File: src/rtl/pc_next_gen.sv
// Fetch PC generator: fixed-priority redirects, stall, alignment fault.
// Define PC_REDIRECT_CNT_EN to add the saturating redirectCount output.
module pc_next_gen #(
  parameter int XLEN = 32,
  parameter logic [XLEN-1:0] RESET_VECTOR = '0,
  parameter int IALIGN = 32
) (
  input  logic            clk,
  input  logic            rst,
  input  logic            fetchReady,
  input  logic            stall,
  input  logic            trap,
  input  logic [XLEN-1:0] trapVector,
  input  logic            jumpReg,
  input  logic [XLEN-1:0] jumpRegTarget,
  input  logic            branchTaken,
  input  logic [XLEN-1:0] branchTarget,
  input  logic            jump,
  input  logic [XLEN-1:0] jumpTarget,
`ifdef PC_REDIRECT_CNT_EN
  output logic [31:0]     redirectCount,
`endif
  output logic [XLEN-1:0] pcOut,
  output logic            pcValid,
  output logic            redirected,
  output logic            misaligned
);

  typedef enum logic [1:0] {
    BOOT,
    RUN,
    FAULT
  } state_t;

  localparam logic [XLEN-1:0] INC =
    (IALIGN == 16) ? XLEN'(2) : XLEN'(4);
  localparam logic [XLEN-1:0] LOW = INC - XLEN'(1);

  state_t          state;
  logic [XLEN-1:0] tgt;
  logic            any_redir;
  logic            bad;
  logic            take;

  always_comb begin
    any_redir = trap | jumpReg | branchTaken | jump;
    tgt = jumpTarget;
    if (trap)
      tgt = trapVector & ~LOW;
    else if (jumpReg)
      tgt = {jumpRegTarget[XLEN-1:1], 1'b0};
    else if (branchTaken)
      tgt = branchTarget;
    bad = !trap && (|(tgt & LOW));
    take = 1'b0;
    case (state)
      BOOT:    take = trap;
      RUN:     take = any_redir && !bad;
      FAULT:   take = trap;
      default: take = 1'b0;
    endcase
  end

  always_ff @(posedge clk) begin
    if (rst) begin
      state      <= BOOT;
      pcOut      <= RESET_VECTOR;
      pcValid    <= 1'b0;
      redirected <= 1'b0;
      misaligned <= 1'b0;
    end else begin
      case (state)
        BOOT: begin
          state      <= RUN;
          pcValid    <= 1'b1;
          redirected <= trap;
          if (trap)
            pcOut <= tgt;
        end
        RUN: begin
          if (any_redir) begin
            if (bad) begin
              state      <= FAULT;
              pcValid    <= 1'b0;
              misaligned <= 1'b1;
              redirected <= 1'b0;
            end else begin
              pcOut      <= tgt;
              redirected <= 1'b1;
            end
          end else if (pcValid && fetchReady && !stall) begin
            pcOut      <= pcOut + INC;
            redirected <= 1'b0;
          end
        end
        FAULT: begin
          if (trap) begin
            state      <= RUN;
            pcOut      <= tgt;
            pcValid    <= 1'b1;
            misaligned <= 1'b0;
            redirected <= 1'b1;
          end
        end
        default: begin
          state   <= BOOT;
          pcValid <= 1'b0;
        end
      endcase
    end
  end

`ifdef PC_REDIRECT_CNT_EN
  always_ff @(posedge clk) begin
    if (rst)
      redirectCount <= '0;
    else if (take && redirectCount != 32'hFFFF_FFFF)
      redirectCount <= redirectCount + 32'd1;
  end
`endif

endmodule

File: config.mk
export PLATFORM = sky130hd
export DESIGN_NAME = pc_next_gen
export DESIGN_NICKNAME = d
export VERILOG_FILES = /design/src/rtl/pc_next_gen.sv
export SDC_FILE = /design/constraint.sdc
export NUM_CORES = 1
export LEC_CHECK = 0
export BUFFER_PORTS_ARGS = -buffer_cell sky130_fd_sc_hd__buf_4
export CAP_MARGIN = 20
export CORE_MARGIN = 3
export CORE_UTILIZATION = 50
export CTS_BUF_LIST = sky130_fd_sc_hd__clkbuf_4 sky130_fd_sc_hd__clkbuf_8
export DETAILED_ROUTE_END_ITERATION = 8
export GPL_TIMING_DRIVEN = 0
export HOLD_SLACK_MARGIN = 0.05
export PLACE_DENSITY = 0.87
export SYNTH_ARGS = -nofsm -noshare
export SYNTH_HDL_FRONTEND = slang
export SYNTH_SLANG_ARGS = --single-unit
export TNS_END_PERCENT = 1
File: constraint.sdc
create_clock -name clk -period 5.96 [get_ports clk]
set_input_delay 0.298 -clock clk [delete_from_list [all_inputs] [get_ports clk]]
set_output_delay 0.298 -clock clk [all_outputs]
set_load 0.005 [all_outputs]
==> impl_metrics.tcl, run 1 <==
set metrics [dict create \
    coreArea_sq_um 6386 \
    post_cts.repair.setup_buffers 0 \
    power.density_nw_per_um2 193.7 \
    synth_ff_type "dfxtp_1" \
    setup_ws_ns 3.311 \
    grt_pass1_wl_um 21180 \
    avgRoutedWirePerCell_um 20.93 \
    area_growth_pct 43.16 \
    grtUsageTotal_pct 35.20 \
    worstSetupStartpointType "input port" \
    status "complete, no violations" \
    max_freq_ghz 0.3775 \
    reg2reg_depth 9 \
    route.vias.total 4506 \
    slowest_stage "nor4_1" \
    row_count 29 \
    clockBufferDepth 2 \
    post-route-cell-area_sq_um 4743 \
    drtIter0Drc 639 \
    synth_cell_types 57 \
    cp.arrival_ns 2.87 \
    ys_warn_count 0 \
    cts.clk_slew.worst_paths_ns 0.08 \
    crit_family "simple AND/OR/NAND/NOR gates" \
    start_util_pct 51.88 \
    critPathCaptureType "register" \
    path_cells "buf_4, buf_2, nor4_1, nand2_1, buf_2, clkbuf_1, o211ai_1, o21ai_0, o22ai_1" \
    ctsResizeCount 0 \
    report.final.slew_viol_count 0 \
    hold_path.class "input port to register" \
    hold_path_depth 5 \
    drt_pass1_iterations 5 \
    antenna_found_initial 0 \
    fin_util_pct 74.28 \
    synth_top_area_cell "dfxtp_1" \
    skew_ns 0.006248 \
    drive_gt1_share_pct 35.67 \
    syn_nets 568 \
    io_pins 171 \
    clk_latency_ns 0.30 \
    die_y_um 87.40 \
    cp_max_fo 10 \
    drc 0 \
    final-hold-violation-count 0 \
    worst_path_most_repeated_cell "buf_2" \
    cts_sinks 37 \
    rsz0062_at_grt "false" \
    p_seq_share_pct 37.3 \
    hold_buffers 0 \
    synth_common_cells "37 x dfxtp_1, 37 x nand2_1, 30 x mux2i_1" \
    critPathBufInv 4 \
    drt-total-wl_um 14170 \
    drtAntennaViolNets 0 \
    synth_area_leaders "dfxtp_1 22%, mux2i_1 9.1%, mux2_2 5.1%, a211oi_1 4.3%, nand2_1 4.2%" \
    clockRootBuffer "clkbuf_8" \
    crit_cells 9 \
    viasPerCell 6.656 \
    period_minus_slack_ns 2.649 \
    grt_pass1_vias 4186 \
    post-place-ws_ns 3.161 \
    gp_congestion 0.9533 \
    slew_headroom_pct 28.36 \
    syn_avg_cell_area_sq_um 7.759 \
    fin_nets 741 \
    tightest_slew_ns 1.045 \
    synth_enable_flop_cells 0 \
    synth_cells 427 \
    vdd_drop_max_uv 184.1 \
    synth.cell_area_sq_um 3313 \
    dieArea_sq_um 7639 \
    worstSetupPathType "input port to register" \
    p_comb_share_pct 42.3 \
    switching_share_pct 37.68 \
    place_area_sq_um 4648 \
    cts_tree "done" \
    finalSetupViolCount 0 \
    pwr-share-clk_pct 20.4 \
    fin_setup_tns_ns 0 \
    ys_seq_area_share_pct 22.36 \
    die_w_um 87.40 \
    drv_cap 0 \
    cts_buffers 5 \
    slowest_delay_ns 0.87 \
    synth_seq_cells 37 \
    grt_max_degree 12 \
    async_flop_share_pct 0 \
    leakagePower_nw 2.042 \
    io_buffers 165 \
    diodes 0 \
    grt-ovfl-total 0 \
    internal-power_w 0.0005726 \
    p_switching_w 0.0003463 \
    dp_hpwl_um 10730 \
    synth.top_cell.area_share_pct 22.36 \
    htreeDepth 2 \
    fin_crit_sh_pct 44.45 \
    required_ns 6.18 \
]
power groups by stage:
stage	clock network, W	logic [W]	registers (W)
after floorplan	0	0.000191	0.000334
after global placement	0	0.000369	0.000344
after detailed placement	0	0.000378	0.000345
after CTS	0.000187	0.000381	0.000339
after global routing	0.000196	0.000415	0.000348
final	0.000188	0.000388	0.000343
routing by layer:
metal,vias to the layer above,part of all wire (%),track usage [%],wire [um]
li1,2036,-,-,-
met5,-,0,0,0
met1,2097,39,45.27,5488
met3,50,11,7.474,1531
met4,0,3.1,12.69,444
met2,323,47,57.74,6703
kinds of logic after synthesis:
family / count (synthesis) / share of synthesized area, %
AOI/OAI and AO/OA: 173 / 36.41
adders and majority gates: 5 / 1.888
buffers and inverters: 50 / 6.911
DFF: 37 / 22.36
muxes: 45 / 14.16
and+or+nand+nor: 117 / 18.28
cells in the final DEF, fill, tap and decap left out, types with 3 or more instances in the layout:
cell type / instances
a211oi_1: 19
a21oi_1: 27
a31oi_1: 19
and3_1: 7
and4_1: 3
buf_2: 12
buf_4: 166
buf_6: 3
clkbuf_1: 20
clkbuf_8: 6
dfxtp_1: 37
ha_1: 5
inv_1: 13
mux2_2: 15
mux2i_1: 30
nand2_1: 37
nand2b_1: 7
nand3_1: 10
nand4_1: 9
nor2_1: 17
nor3_1: 4
nor4_1: 8
o211ai_1: 16
o21a_1: 5
o21ai_0: 19
o22ai_1: 16
o311ai_0: 10
o31ai_1: 17
o41ai_1: 3
or3_1: 3
stage by stage:
| step | hold WS, ns | total power (W) | cells |
|---|---|---|---|
| after global placement | 0.4634 | 0.0007124 | 669 |
| after detailed placement | 0.4570 | 0.0007234 | 669 |
| after floorplan | 0.4634 | 0.0005244 | 427 |
| final | 0.4439 | 0.0009189 | 677 |
| after global routing | 0.4699 | 0.0009587 | 677 |
| after CTS | 0.4354 | 0.0009071 | 676 |
worst paths after layout:
check	from	to	slack [ns]
min	trapVector[23]	pcOut[23]	0.44
max reg2reg	state[0]	pcOut[3]	3.34
max	jumpReg	pcOut[3]	3.31
min reg2reg	misaligned	misaligned	0.48
state kept, by name, indices dropped and copies added (netlist names):
name and count:
state 2, pcOut 32, pcValid 1, misaligned 1, redirected 1
final cells by class:
| cell class | instances | area [sq um] |
|---|---|---|
| Multi-Input combinational cell | 340 | 2344 |
| Fill cell | 513 | 1643 |
| Timing Repair Buffer | 166 | 1244 |
| Sequential cell | 37 | 740.7 |
| Buffer | 36 | 176.4 |
| Tap cell | 77 | 96.34 |
| Clock buffer | 6 | 82.58 |
| Inverter | 14 | 52.55 |
| Clock inverter | 1 | 7.507 |
worst reg2reg max path, stage by stage (launching register included):
cell and delay (ns):
dfxtp_1 0.39, inv_1 0.13, ha_1 0.31, nor2_1 0.39, nand2_1 0.20, buf_2 0.28, clkbuf_1 0.30, o211ai_1 0.24
o21ai_0 0.14, o22ai_1 0.17
Power figures use the tool's default switching activity.
==> run 2, diff against run 1 <==
- ABC_AREA: default -> 1
- CORE_UTILIZATION: 50 -> 44
- PLACE_DENSITY: 0.87 -> 0.8
- clock period: 5.96 -> 2.4 ns (I/O delays scaled with it)
==> impl_metrics.tcl, run 2 <==
set metrics [dict create \
    grt_pass1_vias 4413 \
    cts.clk_slew.worst_paths_ns 0.07 \
    cp_max_fo 10 \
    crit_cells 9 \
    drc 0 \
    critPathCaptureType "register" \
    vdd_drop_max_uv 501.7 \
    leakagePower_nw 2.339 \
    worstSetupStartpointType "register" \
    slowest_delay_ns 0.45 \
    hold_path.class "input port to register" \
    path_cells "inv_1, ha_1, nor2_1, inv_1, nor2_4, clkbuf_1, nand3_1, nand2_1, a21oi_1" \
    report.final.slew_viol_count 0 \
    cts_tree "done" \
    ys_warn_count 0 \
    synth_enable_flop_cells 0 \
    die_w_um 95.14 \
    cts_buffers 5 \
    grt-ovfl-total 0 \
    largest_register "pcOut" \
    slew_headroom_pct 58.56 \
    diodes 0 \
    clk_latency_ns 0.30 \
    synth.most_common_cell "nand2_1" \
    fillerInstances 758 \
    async_flop_share_pct 0 \
    fin_crit_sh_pct 85.13 \
    antenna_found_initial 0 \
    drtAntennaViolNets 0 \
    skew_ns 0.007381 \
    final_cell_mix "228 x nand2_1, 169 x buf_4, 107 x nor2_1" \
    synth_common_cells "228 x nand2_1, 107 x nor2_1, 48 x o21ai_0" \
    yosys.area_share.simple_pct 45.56 \
    fin_nets 951 \
    yosys.area_share.xor_xnor_pct 2.756 \
    drtIter0Drc 299 \
    io_buffers 165 \
    post-route-cell-area_sq_um 4945 \
    seqCellArea_sq_um 740.7 \
    fin_setup_tns_ns 0 \
    dieArea_sq_um 9051 \
    row_count 31 \
    cp.arrival_ns 2.21 \
    synth_ff_type "dfxtp_1" \
    period_minus_slack_ns 2.043 \
    fin_util_pct 66.05 \
    multi_input_area_sq_um 2434 \
    reg2reg_to "pcOut[26]" \
    clockRootBuffer "clkbuf_8" \
    synth_seq_cells 37 \
    worst_path_most_repeated_cell "inv_1" \
    io_pins 171 \
    synth-compound-area-share_pct 19.22 \
    hold_buffers 0 \
    critPathBufInv 3 \
    endpoint "pcOut[26]" \
    synth_fa_ha_area_share_pct 1.790 \
    power.density_nw_per_um2 625.3 \
    finalSetupViolCount 0 \
    final-hold-violation-count 0 \
    synth_cell_types 32 \
    synthMuxAreaShare_pct 0.2863 \
    die_y_um 95.14 \
    avgRoutedWirePerCell_um 15.57 \
    ctsResizeCount 0 \
    cts_sinks 37 \
    synth_top_family_by_area "simple AND/OR/NAND/NOR gates" \
    htreeDepth 2 \
    largest_registers "pcOut: 32 flops, state: 2 flops" \
    dp_cells 902 \
    final_common_cell "nand2_1" \
    clockBufferDepth 2 \
    power_w 0.003092 \
    rsz0062_at_grt "false" \
    area_growth_pct 41.45 \
    synth.top_cell.area_share_pct 24.48 \
    ys_seq_area_share_pct 21.19 \
    start_util_pct 46.70 \
    grtUsageTotal_pct 30.54 \
    drv_cap 0 \
    worstSetupStartpoint "state[0]" \
    post_cts.repair.setup_buffers 0 \
    crit_family "buffers and inverters" \
    viasPerCell 5.345 \
    dp_hpwl_um 11530 \
    grt_pass1_wl_um 21300 \
    layoutNonFillerInstCount 910 \
    tightest_slew_ns 0.6215 \
    status "complete, no violations" \
    place_area_sq_um 4858 \
    synth_area_leaders "nand2_1 24%, dfxtp_1 21%, nor2_1 11%, o21ai_0 6.9%, a21oi_1 6.7%" \
    max_freq_ghz 0.4894 \
    synth.cell_area_sq_um 3496 \
    worstReg2RegStart "state[0]" \
    reg2reg_depth 9 \
    largest_reg_flops 32 \
    worstSetupPathType "register to register" \
    rrSetupSlack_ns 0.36 \
    drive_gt1_share_pct 25.28 \
    slowest_stage "clkbuf_1" \
    syn_nets 779 \
    syn_avg_cell_area_sq_um 5.479 \
    gp_congestion 0.9378 \
    synth_top_area_cell "nand2_1" \
    required_ns 2.57 \
    route.vias.total 4864 \
    grt_max_degree 12 \
    drt-total-wl_um 14170 \
    coreArea_sq_um 7486 \
    synth_cells 638 \
    drt_pass1_iterations 5 \
]
-- run 2: changes by cell type after synthesis, moves of 16 or more --
cell	before	now
a31oi_1	19	2
inv_1	13	38
a211oi_1	19	0
o21ai_0	19	48
o31ai_1	17	0
a21oi_1	27	47
nor2_1	17	107
nand2_1	37	228
mux2i_1	30	1
o22ai_1	16	0
-- run 2: stage by stage --
step / hold slack (ns) / worst slack, ns
after detailed placement: 0.4452 / 0.3710
after CTS: 0.2058 / 0.3573
final: 0.2061 / 0.3568
after global placement: 0.4363 / 0.4284
after floorplan: 0.3944 / 0.7796
after global routing: 0.2374 / 0.1967
-- run 2: worst reg2reg max path: stages (launching register included) --
cell and delay [ns]:
dfxtp_1 0.43, inv_1 0.10, ha_1 0.24, nor2_1 0.11, inv_1 0.10, nor2_4 0.20, clkbuf_1 0.45, nand3_1 0.14
nand2_1 0.10, a21oi_1 0.06
-- run 2: layout make-up --
cell class                      count  area share [%]
Buffer                             29           3.239
Clock buffer                        6           1.544
Clock inverter                      2          0.2024
Inverter                           43           3.264
Multi-Input combinational cell    529           49.22
Sequential cell                    37           14.98
Tap cell                           99           2.505
Timing Repair Buffer              165           25.05
-- run 2: cell families (layout without fill, tap and decap cells) --
logic type / after synthesis / in the layout
AND/OR/NAND/NOR: 388 / 388
flip-flops: 37 / 37
adder cells (fa/ha/maj): 5 / 5
multiplexers: 1 / 1
XOR/XNOR: 11 / 11
buffers and inverters: 72 / 245
AO/OA/AOI/OAI: 124 / 124
-- run 2: worst min path at each step --
| stage | startpoint | to | slack, ns | cells after the start |
|---|---|---|---|---|
| final | stall | pcOut[0] | 0.21 | 4 |
| after global routing | stall | pcOut[0] | 0.24 | 4 |
| after CTS | stall | pcOut[0] | 0.21 | 4 |
| after detailed placement | pcOut[1] | pcOut[1] | 0.45 | 2 |
| after global placement | pcOut[1] | pcOut[1] | 0.44 | 2 |
| after floorplan | stall | pcOut[0] | 0.39 | 3 |
-- run 2: layer usage --
metal  vias up  routed length (um)  track usage [%]
met2       233                7047            55.16
met5         -                   0                0
met3        28                1370            5.604
met4         0                 310            8.534
met1      2196                5442            36.68
li1       2407                   -                -
-- run 2: where the power goes --
| group | internal [W] | switching (W) |
|---|---|---|
| sequential | 0.000800 | 0.000263 |
| combinational | 0.000734 | 0.000847 |
| clock | 0.000213 | 0.000236 |
| total | 0.00175 | 0.00135 |
==> run 3, diff against run 2 <==
- RECOVER_POWER: default -> 50
==> impl_metrics.tcl, run 3 (same netlist as run 2, synthesis figures left out) <==
set metrics [dict create \
    hold_buffers 0 \
    worstSetupStartpointType "register" \
    avgRoutedWirePerCell_um 15.56 \
    fin_setup_tns_ns 0 \
    rsz0062_at_grt "false" \
    start_util_pct 46.70 \
    final-hold-violation-count 0 \
    rrSetupSlack_ns 0.37 \
    diodes 0 \
    critPathCaptureType "register" \
    leakagePower_nw 2.295 \
    largest_register "pcOut" \
    drtIter0Drc 341 \
    required_ns 2.57 \
    report.final.slew_viol_count 0 \
    vdd_drop_max_uv 489.2 \
    finalSetupViolCount 0 \
    power.density_nw_per_um2 619.5 \
    p_comb_share_pct 50.5 \
    viasPerCell 5.335 \
    max_freq_ghz 0.4919 \
    grt-ovfl-total 0 \
    switching_share_pct 44.02 \
    status "complete, no violations" \
    skew_ns 0.01020 \
    slew_headroom_pct 57.31 \
    largest_registers "pcOut: 32 flops, state: 2 flops" \
    coreArea_sq_um 7486 \
    post_cts.repair.setup_buffers 0 \
    drc 0 \
    clockRootBuffer "clkbuf_8" \
    holdWs_ns 0.2076 \
    htreeDepth 2 \
    largest_reg_flops 32 \
    dieArea_sq_um 9051 \
    final_cell_mix "228 x nand2_1, 134 x buf_4, 107 x nor2_1" \
    drtAntennaViolNets 0 \
    grt_max_degree 12 \
    cp_max_fo 10 \
    clk_latency_ns 0.30 \
    antenna_found_initial 0 \
    area_growth_pct 40.59 \
    cts.clk_slew.worst_paths_ns 0.07 \
    tightest_slew_ns 0.6404 \
    drv_cap 0 \
    cts_sinks 37 \
    fin_crit_sh_pct 84.71 \
    worstSetupPathType "register to register" \
    route.vias.total 4855 \
    cts_tree "done" \
    grtUsageTotal_pct 30.54 \
    io_pins 171 \
    dp_hpwl_um 11530 \
    grt_pass1_wl_um 21300 \
    row_count 31 \
    layoutNonFillerInstCount 910 \
    fillerInstances 766 \
    die_y_um 95.14 \
    cp.arrival_ns 2.20 \
    p_seq_share_pct 34.8 \
    cts_buffers 5 \
    internal-power_w 0.001704 \
    final_common_cell "nand2_1" \
    drt-total-wl_um 14160 \
    die_w_um 95.14 \
    clockBufferDepth 2 \
    gp_congestion 0.9378 \
    pwr-share-clk_pct 14.7 \
    hold_path.class "input port to register" \
    fin_nets 951 \
    ctsResizeCount 0 \
    io_buffers 165 \
    drive_gt1_share_pct 24.29 \
    period_minus_slack_ns 2.033 \
    grt_pass1_vias 4413 \
    p_switching_w 0.001340 \
    drt_pass1_iterations 5 \
    dp_cells 902 \
]
run 3: power by group through the flow:
stage | registers, W | clock network (W) | logic [W]
2_1_floorplan | 0.00101 | 0 | 0.000886
6_report | 0.00106 | 0.000448 | 0.00154
4_1_cts | 0.00106 | 0.000453 | 0.00158
5_1_grt | 0.00109 | 0.000477 | 0.00172
3_3_place_gp | 0.00106 | 0 | 0.00154
3_5_place_dp | 0.00107 | 0 | 0.00157
run 3: cell type report:
cell class              count  area [sq um]  area share, %
inverters                  43         161.4          3.284
clock inverters             2         10.01         0.2037
multi-input cells         529          2434          49.52
repair buffers            165          1209          24.59
clock buffers               6         76.32          1.553
well taps                  99         123.9          2.520
plain buffers              29         160.2          3.259
flip-flops and latches     37         740.7          15.07
run 3: per-stage QoR:
stage	instance area, sq um	util, %	worst slack, ns	total power [W]
after floorplan	3496	-	0.7796	0.001897
after global placement	4858	64.90	0.4284	0.002605
after detailed placement	4858	64.90	0.3710	0.002645
after CTS	4945	66.05	0.3573	0.003092
after global routing	4915	65.65	0.1967	0.003286
final	4915	65.65	0.3671	0.003045
run 3: worst max-delay path: stages, from the launching register on:
cell	delay, ns
dfxtp_1	0.43
inv_1	0.10
ha_1	0.24
nor2_1	0.11
inv_1	0.10
nor2_4	0.20
clkbuf_1	0.44
nand3_1	0.13
nand2_1	0.09
a21oi_1	0.06
run 3: per-layer routing:
layer | GRT usage (%) | vias to the layer above | wire (um)
met3 | 5.604 | 28 | 1175
li1 | - | 2406 | -
met4 | 8.534 | 0 | 310
met1 | 36.68 | 2214 | 5627
met5 | 0 | - | 0
met2 | 55.16 | 207 | 7049
run 3: worst paths after layout:
path,endpoint,cells past startpoint,start
worst max-delay path,pcOut[26],9,state[0]
worst min-delay path,pcOut[0],4,stall
worst max register to register,pcOut[26],9,state[0]
worst min register to register,pcOut[1],2,pcOut[1]
